==> src/rtl/ae_pkg.sv <==
// ae_pkg: shared types and fixed-point helpers for the autoencoder datapath.
package ae_pkg;

    typedef enum logic [1:0] {IDLE, ACCUM, WRITE, DONE} state_t;

    localparam int DEF_FRAC_BITS = 8;

    function automatic longint sat_max(input int dw);
        return (longint'(1) << (dw - 1)) - 1;
    endfunction

    function automatic longint sat_min(input int dw);
        return -(longint'(1) << (dw - 1));
    endfunction

endpackage

==> src/rtl/mac_seq_if.sv <==
// mac_seq_if: start/status handshake plus the dual-read/single-write memory ports.
// master is the sequencer side; slave is the requester/memory side.
interface mac_seq_if #(
    parameter int ADDR_WIDTH = 4,
    parameter int DATA_WIDTH = 16
);
    logic                  start;
    logic [ADDR_WIDTH-1:0] base_a;
    logic [ADDR_WIDTH-1:0] base_b;
    logic [ADDR_WIDTH:0]   length;
    logic [ADDR_WIDTH-1:0] dst_addr;
    logic [ADDR_WIDTH-1:0] read_addr_1;
    logic [ADDR_WIDTH-1:0] read_addr_2;
    logic [DATA_WIDTH-1:0] read_data_1;
    logic [DATA_WIDTH-1:0] read_data_2;
    logic                  write_en;
    logic [ADDR_WIDTH-1:0] write_addr;
    logic [DATA_WIDTH-1:0] write_data;
    logic                  busy;
    logic                  done;
    logic                  saturated;

    modport master (
        input  start, base_a, base_b, length, dst_addr, read_data_1, read_data_2,
        output read_addr_1, read_addr_2, write_en, write_addr, write_data, busy, done, saturated
    );

    modport slave (
        output start, base_a, base_b, length, dst_addr, read_data_1, read_data_2,
        input  read_addr_1, read_addr_2, write_en, write_addr, write_data, busy, done, saturated
    );
endinterface

==> src/rtl/fxp_rescale_sat.sv <==
// fxp_rescale_sat: arithmetic right shift by FRAC_BITS (floor), then clip to DATA_WIDTH signed range.
module fxp_rescale_sat
    import ae_pkg::*;
#(
    parameter int DATA_WIDTH = 16,
    parameter int FRAC_BITS  = DEF_FRAC_BITS,
    parameter int ACC_WIDTH  = 37
) (
    input  logic signed [ACC_WIDTH-1:0] acc,
    output logic        [DATA_WIDTH-1:0] result,
    output logic                         sat
);
    localparam logic signed [ACC_WIDTH-1:0] MAX_V = ACC_WIDTH'(sat_max(DATA_WIDTH));
    localparam logic signed [ACC_WIDTH-1:0] MIN_V = ACC_WIDTH'(sat_min(DATA_WIDTH));

    logic signed [ACC_WIDTH-1:0] sh;
    logic hi, lo;

    always_comb begin
        sh     = acc >>> FRAC_BITS;
        hi     = sh > MAX_V;
        lo     = sh < MIN_V;
        sat    = hi || lo;
        result = hi ? MAX_V[DATA_WIDTH-1:0] : lo ? MIN_V[DATA_WIDTH-1:0] : sh[DATA_WIDTH-1:0];
    end
endmodule

==> src/rtl/mac_seq.sv <==
// mac_seq: streams two vectors from memory, multiply-accumulates, rescales/saturates and writes one result.
// Optional MAC_SEQ_RELU_EN clamps negative results to zero (saturated still reports the pre-ReLU clip).
module mac_seq
    import ae_pkg::*;
#(
    parameter int ADDR_WIDTH = 4,
    parameter int DATA_WIDTH = 16,
    parameter int FRAC_BITS  = DEF_FRAC_BITS,
    parameter int ACC_WIDTH  = 2 * DATA_WIDTH + ADDR_WIDTH + 1
) (
    input logic      clk,
    input logic      rst_n,
    mac_seq_if.master bus
);
    state_t state_q, state_d;

    logic        [ADDR_WIDTH-1:0]   base_a_q, base_b_q, dst_q, idx_q;
    logic        [ADDR_WIDTH:0]     len_q;
    logic signed [ACC_WIDTH-1:0]    acc_q;
    logic signed [2*DATA_WIDTH-1:0] prod;
    logic        [DATA_WIDTH-1:0]   rs_data, result;
    logic                           rs_sat, sat_q, last;

    assign prod = $signed(bus.read_data_1) * $signed(bus.read_data_2);
    assign last = {1'b0, idx_q} == len_q - 1'b1;

    fxp_rescale_sat #(
        .DATA_WIDTH(DATA_WIDTH),
        .FRAC_BITS (FRAC_BITS),
        .ACC_WIDTH (ACC_WIDTH)
    ) u_rescale (
        .acc   (acc_q),
        .result(rs_data),
        .sat   (rs_sat)
    );

`ifdef MAC_SEQ_RELU_EN
    assign result = rs_data[DATA_WIDTH-1] ? '0 : rs_data;
`else
    assign result = rs_data;
`endif

    always_ff @(posedge clk or negedge rst_n)
        if (!rst_n) begin
            state_q  <= IDLE;
            base_a_q <= '0;
            base_b_q <= '0;
            dst_q    <= '0;
            idx_q    <= '0;
            len_q    <= '0;
            acc_q    <= '0;
            sat_q    <= 1'b0;
        end else begin
            state_q <= state_d;
            if (state_q == IDLE && bus.start) begin
                dst_q <= bus.dst_addr;
                len_q <= bus.length;
                acc_q <= '0;
                // zero-length jobs leave base/idx alone so the read addresses keep their last value
                if (bus.length != '0) begin
                    base_a_q <= bus.base_a;
                    base_b_q <= bus.base_b;
                    idx_q    <= '0;
                end
            end
            if (state_q == ACCUM) begin
                acc_q <= acc_q + ACC_WIDTH'(prod);
                if (!last) idx_q <= idx_q + 1'b1;
            end
            if (state_q == WRITE) sat_q <= rs_sat;
        end

    always_comb begin
        state_d = state_q;
        unique case (state_q)
            IDLE:    if (bus.start) state_d = bus.length == '0 ? WRITE : ACCUM;
            ACCUM:   if (last) state_d = WRITE;
            WRITE:   state_d = DONE;
            default: state_d = IDLE;
        endcase
    end

    always_comb begin
        bus.read_addr_1 = base_a_q + idx_q;
        bus.read_addr_2 = base_b_q + idx_q;
        bus.busy        = state_q == ACCUM || state_q == WRITE;
        bus.write_en    = state_q == WRITE;
        bus.write_addr  = state_q == WRITE ? dst_q : '0;
        bus.write_data  = state_q == WRITE ? result : '0;
        bus.done        = state_q == DONE;
        bus.saturated   = state_q == DONE && sat_q;
    end
endmodule

==> src/flat_wrapper.sv <==
// flat-port wrapper written by rule: the top's interface ports become plain ports
module mac_seq_flat import ae_pkg::*;
#(
    parameter int ADDR_WIDTH = 4,
    parameter int DATA_WIDTH = 16,
    parameter int FRAC_BITS  = DEF_FRAC_BITS,
    parameter int ACC_WIDTH  = 2 * DATA_WIDTH + ADDR_WIDTH + 1
)
  (clk, rst_n, bus_start, bus_base_a, bus_base_b, bus_length, bus_dst_addr, bus_read_data_1, bus_read_data_2, bus_read_addr_1, bus_read_addr_2, bus_write_en, bus_write_addr, bus_write_data, bus_busy, bus_done, bus_saturated);
  mac_seq_if #(.ADDR_WIDTH(ADDR_WIDTH), .DATA_WIDTH(DATA_WIDTH)) bus_i ();
  input logic clk;
  input logic rst_n;
  input wire logic [$bits(bus_i.start)-1:0] bus_start;
  input wire logic [$bits(bus_i.base_a)-1:0] bus_base_a;
  input wire logic [$bits(bus_i.base_b)-1:0] bus_base_b;
  input wire logic [$bits(bus_i.length)-1:0] bus_length;
  input wire logic [$bits(bus_i.dst_addr)-1:0] bus_dst_addr;
  input wire logic [$bits(bus_i.read_data_1)-1:0] bus_read_data_1;
  input wire logic [$bits(bus_i.read_data_2)-1:0] bus_read_data_2;
  output wire logic [$bits(bus_i.read_addr_1)-1:0] bus_read_addr_1;
  output wire logic [$bits(bus_i.read_addr_2)-1:0] bus_read_addr_2;
  output wire logic [$bits(bus_i.write_en)-1:0] bus_write_en;
  output wire logic [$bits(bus_i.write_addr)-1:0] bus_write_addr;
  output wire logic [$bits(bus_i.write_data)-1:0] bus_write_data;
  output wire logic [$bits(bus_i.busy)-1:0] bus_busy;
  output wire logic [$bits(bus_i.done)-1:0] bus_done;
  output wire logic [$bits(bus_i.saturated)-1:0] bus_saturated;
  assign bus_i.start = bus_start;
  assign bus_i.base_a = bus_base_a;
  assign bus_i.base_b = bus_base_b;
  assign bus_i.length = bus_length;
  assign bus_i.dst_addr = bus_dst_addr;
  assign bus_i.read_data_1 = bus_read_data_1;
  assign bus_i.read_data_2 = bus_read_data_2;
  assign bus_read_addr_1 = bus_i.read_addr_1;
  assign bus_read_addr_2 = bus_i.read_addr_2;
  assign bus_write_en = bus_i.write_en;
  assign bus_write_addr = bus_i.write_addr;
  assign bus_write_data = bus_i.write_data;
  assign bus_busy = bus_i.busy;
  assign bus_done = bus_i.done;
  assign bus_saturated = bus_i.saturated;
  mac_seq #(.ADDR_WIDTH(ADDR_WIDTH), .DATA_WIDTH(DATA_WIDTH), .FRAC_BITS(FRAC_BITS), .ACC_WIDTH(ACC_WIDTH)) u_core (.clk(clk), .rst_n(rst_n), .bus(bus_i));
endmodule
==> config.mk <==
export PLATFORM = sky130hd
export DESIGN_NAME = mac_seq_flat
export DESIGN_NICKNAME = d
export VERILOG_FILES = /design/src/rtl/ae_pkg.sv /design/src/rtl/mac_seq_if.sv /design/src/rtl/fxp_rescale_sat.sv /design/src/rtl/mac_seq.sv /design/src/flat_wrapper.sv
export SDC_FILE = /design/constraint.sdc
export NUM_CORES = 1
export LEC_CHECK = 0
export CELL_PAD_IN_SITES_DETAIL_PLACEMENT = 2
export CELL_PAD_IN_SITES_GLOBAL_PLACEMENT = 2
export CORE_MARGIN = 2
export CORE_UTILIZATION = 43
export DETAILED_ROUTE_END_ITERATION = 8
export DONT_BUFFER_PORTS = 1
export GPL_ROUTABILITY_DRIVEN = 0
export GPL_TIMING_DRIVEN = 0
export PLACE_DENSITY_LB_ADDON = 0.1
export SLEW_MARGIN = 10
export SYNTH_ARGS = -nofsm -noshare
export SYNTH_HDL_FRONTEND = slang
export SYNTH_SLANG_ARGS = --single-unit
==> constraint.sdc <==
create_clock -name clk -period 6.6 [get_ports clk]
set_input_delay 0 -clock clk [delete_from_list [all_inputs] [get_ports clk]]
set_output_delay 0 -clock clk [all_outputs]
set_load 0.02 [all_outputs]
# Yosys cells after proc, flatten, opt, wreduce, memory -nomap -nowiden
# Cells that the tools add are included.
[totals]
ram_bits = 0
input_bits = 52
latch_bits = 0
rom_bits = 0
memories = 0
ff_bits = 61
output_inout_bits = 32
[classes]
n_reduce_logical = 10
n_lt_le_gt_ge = 2
bitwise_logic = 0
n_eq_ne = 6
muxes = 14
addsub = 5
div = 0
n_shift = 0
mul = 1
[op_table]
columns = ["operator", "count"]
rows = [
  ["two-way mux 37 bit", 2],
  ["two-way mux 16 bit", 3],
  ["adder 37 x 32 -> 37 bit", 1],
  ["multiplier 16 x 16 -> 32 bit", 1],
  ["greater-than comparator 29 x 16 -> 1 bit (second input constant)", 1],
  ["< comparator 29 x 16 -> 1 bit (second input constant)", 1],
  ["two-way mux 4 bit", 5],
  ["adder 4 bit", 2],
  ["two-way mux 2 bit", 3],
  ["case mux 2 bit (3 select lines)", 1],
  ["equality test 4 x 5 -> 1 bit", 1],
  ["logical NOT 5 bit", 1],
  ["nonzero test 5 bit", 1],
  ["subtractor 5 x 1 -> 5 bit (second input constant)", 1],
  ["adder 4 x 1 -> 4 bit (second input constant)", 1],
  ["equality test 2 bit (second input constant)", 2],
  ["AND reduction 2 bit", 2],
  ["equality test 2 x 1 -> 1 bit (second input constant)", 1],
  ["logical AND 1 bit", 2],
  ["logical NOT 2 bit", 1],
  ["logical OR 1 bit", 2],
  ["!= test 2 x 1 -> 1 bit (second input constant)", 1],
  ["!= test 2 bit (second input constant)", 1],
  ["nonzero test 2 bit", 1],
]

# Depth between registers and ports, before layout
# Gate-level depths: netlist (run 1).
[depth]
depth_word = 5
mapped_depth = 25
mapped_depth_nobuf = 24

# By module
# A second synthesis (run 1) with hierarchy kept.
[hier_totals]
cells_unflattened = 1621
area_unflattened_um2 = 15000.6
[by_module_without_submodules]
columns = ["mod", "seq_area_each_um2", "instances", "cells_per_inst", "area_each_um2"]
rows = [
  ["mac_seq", 1526.5, 1, 1592, 14770.4],
  ["fxp_rescale_sat", 0.0, 1, 29, 230.2],
]

# Worst setup path before layout (run 1)
# Ideal clock, no wire load.
[synth_timing]
path_kind = "input to register"
start = "input bus_read_data_2[6]"
end = "register u_core.acc_q[33]"
t_arrival_ps = 5656
slack_ps = 822
cell_stages = 22
path_cell_list = "clkbuf_1 nand2_1 fa_1 inv_1 fa_1 fa_1 inv_1 fa_1 fa_1 fa_1 inv_1 ha_1 a21o_1 a21oi_1 o21bai_1 a221o_1 o211ai_2 nand3b_1 a21o_4 a31oi_4 a22oi_1 a32o_1"
[synth_via]
elab_chain_len = 3
[synth_rtl]
columns = ["element", "line", "source"]
rows = [
  ["start: declaration", "flat_wrapper.sv:19", "input wire logic [$bits(bus_i.read_data_2)-1:0] bus_read_data_2;"],
  ["multiplier 16 x 16 -> 32 bit", "mac_seq.sv:24", "assign prod = $signed(bus.read_data_1) * $signed(bus.read_data_2);"],
  ["adder 37 x 32 -> 37 bit", "mac_seq.sv:67", "acc_q <= acc_q + ACC_WIDTH'(prod);"],
  ["two-way mux 37 bit", "mac_seq.sv:66", "if (state_q == ACCUM) begin"],
  ["end signal: assignment", "mac_seq.sv:67", ""],
  ["end: declaration", "mac_seq.sv:19", "logic signed [ACC_WIDTH-1:0] acc_q;"],
]
# Every way passes these cells.
# A chain may end at the register's enable or synchronous reset.

# Final worst setup path (run 1)
[layout_timing]
start = "input bus_read_data_1[5]"
end = "register u_core.acc_q[18]"
[layout_via]
elab_chain_len = 3
[layout_rtl]
columns = ["element", "line", "source"]
rows = [
  ["start: declaration", "flat_wrapper.sv:18", "input wire logic [$bits(bus_i.read_data_1)-1:0] bus_read_data_1;"],
  ["multiplier 16 x 16 -> 32 bit", "mac_seq.sv:24", ""],
  ["adder 37 x 32 -> 37 bit", "mac_seq.sv:67", ""],
  ["two-way mux 37 bit", "mac_seq.sv:66", ""],
]
# Every way passes these cells.

==> run_summary.xml, run 1 <==
<?xml version="1.0" encoding="UTF-8"?>
<metrics>
  <group name="finish">
    <metric name="multi_input_area" unit="sq um">11470</metric>
    <metric name="antenna_cells" unit="">0</metric>
    <metric name="total_area_of_sequential_cells" unit="sq um">1526</metric>
    <metric name="fill_cell_total_of_the_finished_layout" unit="">3626</metric>
    <metric name="layout.cells.non_filler" unit="">2066</metric>
    <metric name="flow.area_growth_from_synthesis" unit="%">7.884</metric>
    <metric name="layout.cells.most_common" unit="">inv_1</metric>
    <metric name="post_route_cells_drive_above_1_share" unit="">0.03832</metric>
    <metric name="design.final.nets" unit="">2107</metric>
    <metric name="most-common-layout-cells" unit="">376 x inv_1, 319 x fa_1, 225 x nand2_1</metric>
  </group>
  <group name="synthesis">
    <metric name="synth_seq_cells" unit="">61</metric>
    <metric name="synth.lib_cells_used.distinct" unit="">53</metric>
    <metric name="synthFlopType" unit="">dfrtp_1</metric>
    <metric name="yosysWarningCount" unit="">0</metric>
    <metric name="net_count_after_synthesis" unit="">2076</metric>
    <metric name="synth_sequential_area_ratio" unit="">0.1047</metric>
    <metric name="synth_enable_flop_cells" unit="">0</metric>
    <metric name="syn_avg_cell_area" unit="sq um">9.219</metric>
    <metric name="syn_area" unit="sq um">14580</metric>
    <metric name="synth-async-reset-ratio" unit="">1.000</metric>
    <metric name="synthesized_instance_count" unit="">1582</metric>
  </group>
  <group name="sta">
    <metric name="worst_clock_skew" unit="ps">6.459</metric>
    <metric name="post-route-min-period" unit="ps">6257</metric>
    <metric name="timing_hold_violations_final" unit="">0</metric>
    <metric name="hold_ws" unit="ps">21.59</metric>
    <metric name="layout_worst_path_cycle_share" unit="">0.9480</metric>
    <metric name="setup_viol_count_final" unit="">0</metric>
    <metric name="slew_violations" unit="">0</metric>
    <metric name="fmaxAchievable" unit="MHz">159.8</metric>
    <metric name="rsz0062_at_grt" unit="">false</metric>
    <metric name="layout_setup_ws" unit="ps">343.0</metric>
    <metric name="max_slew_margin" unit="">0.2119</metric>
    <metric name="worst_slew_pin_slew" unit="ps">1179</metric>
  </group>
  <group name="die">
    <metric name="die_area" unit="sq um">35410</metric>
    <metric name="design.portCount" unit="">84</metric>
    <metric name="core.rowCount" unit="">67</metric>
    <metric name="design.core.area" unit="sq um">33450</metric>
    <metric name="die_height" unit="um">188.2</metric>
    <metric name="horizontal_die_dimension" unit="um">188.2</metric>
    <metric name="initial_core_util" unit="">0.4360</metric>
  </group>
  <group name="critical_path">
    <metric name="reg2reg_depth" unit="">18</metric>
    <metric name="startpoint_type" unit="">primary input</metric>
    <metric name="worst_ep_arrival_time" unit="ps">6470</metric>
    <metric name="critical_path.slowest_cell" unit="">fa_1</metric>
    <metric name="endpoint_of_the_most_critical_register_to_register_path" unit="">u_core.acc_q[18]</metric>
    <metric name="setup.worst_path.class" unit="">in2reg</metric>
    <metric name="worstPathCellList" unit="">clkbuf_2 &gt; nand2_1 &gt; fa_1 &gt; inv_1 &gt; fa_1 &gt; fa_1 &gt; inv_1 &gt; fa_1 &gt; inv_1 &gt; fa_1 &gt; inv_1 &gt; fa_1 &gt; inv_1 &gt; ha_1 &gt; a21oi_1 &gt; nand2_1 &gt; a32oi_1 &gt; nand2_1 &gt; o21ai_0 &gt; a21oi_1 &gt; o21ai_0 &gt; a211oi_1 &gt; or3_1 &gt; a32o_1</metric>
    <metric name="r2r_setup_slack" unit="ps">950</metric>
    <metric name="r2r_start" unit="">u_core.acc_q[11]</metric>
    <metric name="critical-path-top-cell-by-count" unit="">fa_1</metric>
    <metric name="crit_path_largest_cell_delay" unit="ps">580</metric>
    <metric name="worstSetupEndpointType" unit="">flop</metric>
    <metric name="cp_data_required_time" unit="ps">6810</metric>
    <metric name="critPathMaxFanout" unit="">10</metric>
  </group>
  <group name="detailed_routing">
    <metric name="drt_first_iter_violations" unit="">392</metric>
    <metric name="ant_nets" unit="">0</metric>
    <metric name="drt_pass1_iterations" unit="">5</metric>
    <metric name="routed_wire_length_per_instance" unit="um">22.55</metric>
    <metric name="drc_errors" unit="">0</metric>
    <metric name="vias" unit="">10830</metric>
    <metric name="postRouteWirelength" unit="um">46600</metric>
    <metric name="vias_per_cell" unit="">5.242</metric>
  </group>
  <group name="placement">
    <metric name="io_buffers" unit="">0</metric>
    <metric name="post-place-cells" unit="">2030</metric>
    <metric name="pre_cts_ws" unit="ps">-446.8</metric>
    <metric name="dp.final_hpwl" unit="um">40480</metric>
  </group>
  <group name="clock_network">
    <metric name="cts_tree" unit="">yes</metric>
    <metric name="htreeDepth" unit="">3</metric>
    <metric name="cts-buffers-inserted" unit="">9</metric>
    <metric name="numClockSinks" unit="">61</metric>
    <metric name="cts_max_path_buffers" unit="">2</metric>
    <metric name="clock_root_buffer" unit="">clkbuf_16</metric>
    <metric name="skew_pair_late_insertion_delay" unit="ps">330</metric>
    <metric name="setup_fix_bufs_post_cts" unit="">0</metric>
    <metric name="clk_pin_slew" unit="ps">50</metric>
  </group>
  <group name="grt">
    <metric name="first_global_vias" unit="">13090</metric>
    <metric name="antenna_found_initial" unit="">0</metric>
    <metric name="gr-usage-all-layers" unit="">0.2819</metric>
    <metric name="grt_first_pass_wirelength" unit="um">76250</metric>
    <metric name="globalRoute.totalOverflow" unit="">0</metric>
    <metric name="largest_net_degree_at_the_start_of_global_routing" unit="">62</metric>
  </group>
  <group name="hold_path">
    <metric name="hold_class" unit="">in2reg</metric>
    <metric name="hold_path_end" unit="">u_core.state_q[1]</metric>
    <metric name="hold-path-cell-count" unit="">3</metric>
    <metric name="timing.hold.worst.start" unit="">bus_start</metric>
  </group>
  <group name="run">
    <metric name="cap_viol_max_count" unit="">0</metric>
  </group>
  <group name="outcome">
    <metric name="status" unit="">completed</metric>
  </group>
</metrics>
## layout make-up
cell class	count	area share
multi-input cells	1095	0.7291
clock inverters	4	0.004453
flip-flops and latches	61	0.09702
repair buffers	20	0.01384
inverters	377	0.08994
clock buffers	12	0.01630
well taps	448	0.03563
plain buffers	49	0.01376
## sequential cells by signal, indices dropped and copies added (netlist names)
signal / cells
u_core.dst_q: 4
u_core.base_a_q: 4
u_core.base_b_q: 4
u_core.state_q: 2
u_core.len_q: 5
u_core.idx_q: 4
u_core.sat_q: 1
u_core.acc_q: 37
## logic make-up after synthesis
logic type,count (synthesis),share of synthesized area
AO/OA/AOI/OAI,143,0.06177
XOR/XNOR,45,0.02702
adder cells (fa/ha/maj),442,0.5439
buffers and inverters,426,0.1096
flip-flops,61,0.1047
multiplexers,9,0.006949
AND/OR/NAND/NOR,456,0.1460
## per-layer routing
metal	wire, um	part of all wire	up-vias	global-route usage
met5	0	0	-	0
met4	790	0.017	0	0.04331
met3	1233	0.026	34	0.02508
met2	24500	0.53	169	0.5173
met1	20080	0.43	5840	0.3683
li1	-	-	4786	-
## per-stage QoR
step / instance area (sq um) / utilization / TNS, ps
2_1_floorplan: 14580 / - / 0
3_3_place_gp: 15140 / 0.4528 / -958.5
3_5_place_dp: 15140 / 0.4528 / -1675
4_1_cts: 15690 / 0.4692 / 0
5_1_grt: 15730 / 0.4704 / 0
6_report: 15730 / 0.4704 / 0
## worst max-delay path by stage
| stage | from | to | slack, ps | cells after the start |
|---|---|---|---|---|
| after CTS | bus_read_data_1[5] | u_core.acc_q[18] | 40 | 24 |
| final | bus_read_data_1[5] | u_core.acc_q[18] | 340 | 24 |
| after floorplan | bus_read_data_2[6] | u_core.acc_q[33] | 820 | 22 |
| after global routing | bus_read_data_1[5] | u_core.acc_q[18] | 50 | 24 |
| after detailed placement | bus_read_data_2[4] | u_core.acc_q[36] | -450 | 22 |
| after global placement | bus_read_data_2[4] | u_core.acc_q[36] | -410 | 22 |
## synthesized netlist by cell type, drive strengths merged, types with 9 or more instances
cell | instances | area (sq um)
xnor2 | 28 | 245.2
ha | 122 | 1526
mux2 | 9 | 101.4
dfrtp | 61 | 1526
xor2 | 17 | 148.9
nand3 | 20 | 100.1
nand2 | 225 | 844.6
nor2 | 59 | 221.5
and2 | 118 | 739.5
inv | 376 | 1411
a21o | 14 | 112.6
clkbuf | 45 | 168.9
fa | 320 | 6406
a21oi | 30 | 150.1
o21ai | 58 | 290.3
## worst max-delay path, delay by kind of cell
| family | cells | cell delay (ps) |
|---|---|---|
| and+or+nand+nor | 4 | 710 |
| adders and majority gates | 7 | 3540 |
| AOI/OAI and AO/OA | 7 | 1560 |
| buffers and inverters | 6 | 640 |
## timing repair
item,in CTS,in global routing
endpoints found under the hold margin,79,0
hold buffers,20,0
gates cloned,0,0
endpoints found under the setup margin,2,6
resized for setup,2,52
pin swaps,0,0
Power of run 1 is left out: the tool's default activity adds up to more than one toggle a clock period on the data nets, which glitch-free logic cannot reach.
==> run 2, diff against run 1 <==
--- a/config.mk
+++ b/config.mk
@@ -14,6 +14,7 @@
 export GPL_ROUTABILITY_DRIVEN = 0
 export GPL_TIMING_DRIVEN = 0
 export PLACE_DENSITY_LB_ADDON = 0.1
+export SETUP_SLACK_MARGIN = 0.4
 export SLEW_MARGIN = 10
 export SYNTH_ARGS = -nofsm -noshare
 export SYNTH_HDL_FRONTEND = slang
==> run 2 against run 1 <==
  * Via count is 0.18% higher
  * Sequential share of layout area is 0.10 points lower
  * Sequential cell count did not move
  * Non-clock buffer count is 7 higher
  * Global-route usage is essentially flat
  * Clock skew about the same
  * Critical path type unchanged
  * Critical endpoint is now u_core.acc_q[33]
  * Largest cell class unchanged
==> run_summary.xml, run 2 (synthesized netlist as in run 1, its figures left out) <==
<?xml version="1.0" encoding="UTF-8"?>
<metrics>
  <group name="grt">
    <metric name="grt_first_pass_wirelength" unit="um">76360</metric>
    <metric name="antenna_found_initial" unit="">0</metric>
    <metric name="largest_net_degree_at_the_start_of_global_routing" unit="">62</metric>
    <metric name="first_global_vias" unit="">13120</metric>
    <metric name="globalRoute.totalOverflow" unit="">0</metric>
    <metric name="gr-usage-all-layers" unit="">0.2821</metric>
  </group>
  <group name="die">
    <metric name="initial_core_util" unit="">0.4360</metric>
    <metric name="die_area" unit="sq um">35410</metric>
    <metric name="design.core.area" unit="sq um">33450</metric>
    <metric name="die_height" unit="um">188.2</metric>
    <metric name="design.portCount" unit="">84</metric>
    <metric name="horizontal_die_dimension" unit="um">188.2</metric>
    <metric name="core.rowCount" unit="">67</metric>
  </group>
  <group name="critical_path">
    <metric name="setup.worst_path.class" unit="">in2reg</metric>
    <metric name="critical-path-top-cell-by-count" unit="">fa_1</metric>
    <metric name="worstPathCellList" unit="">clkbuf_4 &gt; nand2_1 &gt; fa_1 &gt; inv_1 &gt; fa_1 &gt; fa_1 &gt; fa_2 &gt; fa_1 &gt; inv_1 &gt; fa_1 &gt; inv_1 &gt; ha_1 &gt; and4_1 &gt; and3_1 &gt; and4b_1 &gt; o211ai_2 &gt; nand3b_1 &gt; a21o_4 &gt; a31oi_4 &gt; a22oi_1 &gt; a32o_1</metric>
    <metric name="worst_ep_arrival_time" unit="ps">6200</metric>
    <metric name="critPathMaxFanout" unit="">10</metric>
    <metric name="worstSetupEndpointType" unit="">flop</metric>
    <metric name="critical_path.slowest_cell" unit="">fa_1</metric>
    <metric name="reg2reg_depth" unit="">18</metric>
    <metric name="crit_path_largest_cell_delay" unit="ps">640</metric>
    <metric name="cp_data_required_time" unit="ps">6810</metric>
    <metric name="path_delay_family" unit="">adder cells</metric>
    <metric name="timing.critical_path.depth" unit="">21</metric>
    <metric name="critPathBufInv" unit="">4</metric>
    <metric name="startpoint_type" unit="">primary input</metric>
  </group>
  <group name="sta">
    <metric name="max_slew_margin" unit="">0.4884</metric>
    <metric name="slew_violations" unit="">0</metric>
    <metric name="post-route-min-period" unit="ps">5990</metric>
    <metric name="fmaxAchievable" unit="MHz">167.0</metric>
    <metric name="layout_worst_path_cycle_share" unit="">0.9075</metric>
    <metric name="timing_hold_violations_final" unit="">0</metric>
    <metric name="rsz0062_at_grt" unit="">false</metric>
    <metric name="hold_ws" unit="ps">20.86</metric>
    <metric name="setup_viol_count_final" unit="">0</metric>
    <metric name="worst_slew_pin_slew" unit="ps">766.5</metric>
    <metric name="timing.setup.tns" unit="ps">0</metric>
    <metric name="worst_clock_skew" unit="ps">5.980</metric>
  </group>
  <group name="clock_network">
    <metric name="cts_tree" unit="">yes</metric>
    <metric name="skew_pair_late_insertion_delay" unit="ps">330</metric>
    <metric name="htreeDepth" unit="">3</metric>
    <metric name="clock_root_buffer" unit="">clkbuf_16</metric>
    <metric name="numClockSinks" unit="">61</metric>
    <metric name="cts-buffers-inserted" unit="">9</metric>
    <metric name="clk_pin_slew" unit="ps">50</metric>
    <metric name="cts_max_path_buffers" unit="">2</metric>
  </group>
  <group name="outcome">
    <metric name="status" unit="">completed</metric>
  </group>
  <group name="finish">
    <metric name="layout.cells.most_common" unit="">inv_1</metric>
    <metric name="layout.cells.non_filler" unit="">2073</metric>
    <metric name="fill_cell_total_of_the_finished_layout" unit="">3599</metric>
    <metric name="final_cell_area" unit="sq um">15900</metric>
    <metric name="flow.area_growth_from_synthesis" unit="%">9.008</metric>
    <metric name="reg_top3" unit="">u_core.acc_q (37), u_core.len_q (5)</metric>
    <metric name="most-common-layout-cells" unit="">375 x inv_1, 315 x fa_1, 222 x nand2_1</metric>
    <metric name="total_area_of_sequential_cells" unit="sq um">1526</metric>
    <metric name="largest-register" unit="">u_core.acc_q</metric>
    <metric name="multi_input_area" unit="sq um">11540</metric>
    <metric name="antenna_cells" unit="">0</metric>
    <metric name="design.final.nets" unit="">2114</metric>
    <metric name="largest_reg_flops" unit="">37</metric>
    <metric name="post_route_cells_drive_above_1_share" unit="">0.05415</metric>
  </group>
  <group name="detailed_routing">
    <metric name="routed_wire_length_per_instance" unit="um">22.73</metric>
    <metric name="drc_errors" unit="">0</metric>
    <metric name="drt_first_iter_violations" unit="">434</metric>
    <metric name="ant_nets" unit="">0</metric>
    <metric name="vias" unit="">10850</metric>
    <metric name="postRouteWirelength" unit="um">47120</metric>
    <metric name="drt_pass1_iterations" unit="">4</metric>
    <metric name="vias_per_cell" unit="">5.233</metric>
  </group>
  <group name="hold_path">
    <metric name="hold_class" unit="">in2reg</metric>
    <metric name="hold-path-cell-count" unit="">3</metric>
  </group>
  <group name="placement">
    <metric name="post-place-cells" unit="">2030</metric>
    <metric name="placed_cell_area" unit="sq um">15140</metric>
    <metric name="dp.final_hpwl" unit="um">40480</metric>
    <metric name="io_buffers" unit="">0</metric>
  </group>
  <group name="run">
    <metric name="cap_viol_max_count" unit="">0</metric>
  </group>
</metrics>
## run 2: cell types whose count changed in the layout (fill, tap and decap cells not counted), moves of 3 or more
cell      before  now
fa_1         319  315
buf_2          0    3
clkbuf_1      20   17
clkbuf_4       0   12
fa_2           1    5
clkbuf_2      26   13
o21ai_0       56   52
nand2_1      225  222
o21ai_1        2    5
buf_4          0    9
## run 2: routing by layer
metal | track usage | vias up | part of all wire
met4 | 0.04270 | 0 | 0.015
met3 | 0.02564 | 37 | 0.031
met1 | 0.3674 | 5834 | 0.42
met5 | 0 | - | 0
li1 | - | 4799 | -
met2 | 0.5190 | 179 | 0.53
## run 2: area by class of cell
cell class | instances | area share
Sequential cell | 61 | 0.09602
Buffer | 49 | 0.01613
Clock inverter | 4 | 0.004407
Timing Repair Buffer | 27 | 0.01700
Clock buffer | 12 | 0.01613
Tap cell | 448 | 0.03526
Inverter | 377 | 0.08901
Multi-Input combinational cell | 1095 | 0.7260
## run 2: tightest hold or removal path, delay by kind of cell
| kind | cells | cell delay (ps) |
|---|---|---|
| compound gates | 2 | 190 |
| simple gates | 1 | 110 |
## run 2: path summary, 6_finish.rpt
kind	to	slack [ps]	from
max in group asynchronous	u_core.len_q[3]	6100	rst_n
hold / removal	u_core.state_q[1]	20	bus_start
setup / recovery	u_core.acc_q[33]	610	bus_read_data_2[7]
setup reg to reg	u_core.acc_q[33]	940	u_core.acc_q[12]
min in group asynchronous	u_core.base_b_q[1]	210	rst_n
hold reg to reg	u_core.acc_q[15]	480	u_core.acc_q[15]
## run 2: metrics by stage
step	util	setup WS, ps
2_1_floorplan	-	822.4
3_3_place_gp	0.4528	-405.5
3_5_place_dp	0.4528	-446.8
4_1_cts	0.4702	391.5
5_1_grt	0.4753	354.8
6_report	0.4753	610.3
## run 2: repair_timing
action | CTS | global route
buffers inserted | 0 | 7
endpoints found under the hold margin | 79 | 0
gates cloned | 0 | 0
pin swaps | 0 | 9
resized for setup | 27 | 65
hold buffers | 20 | 0
setup endpoints to repair | 11 | 12
Power of run 2 is left out for the same reason.
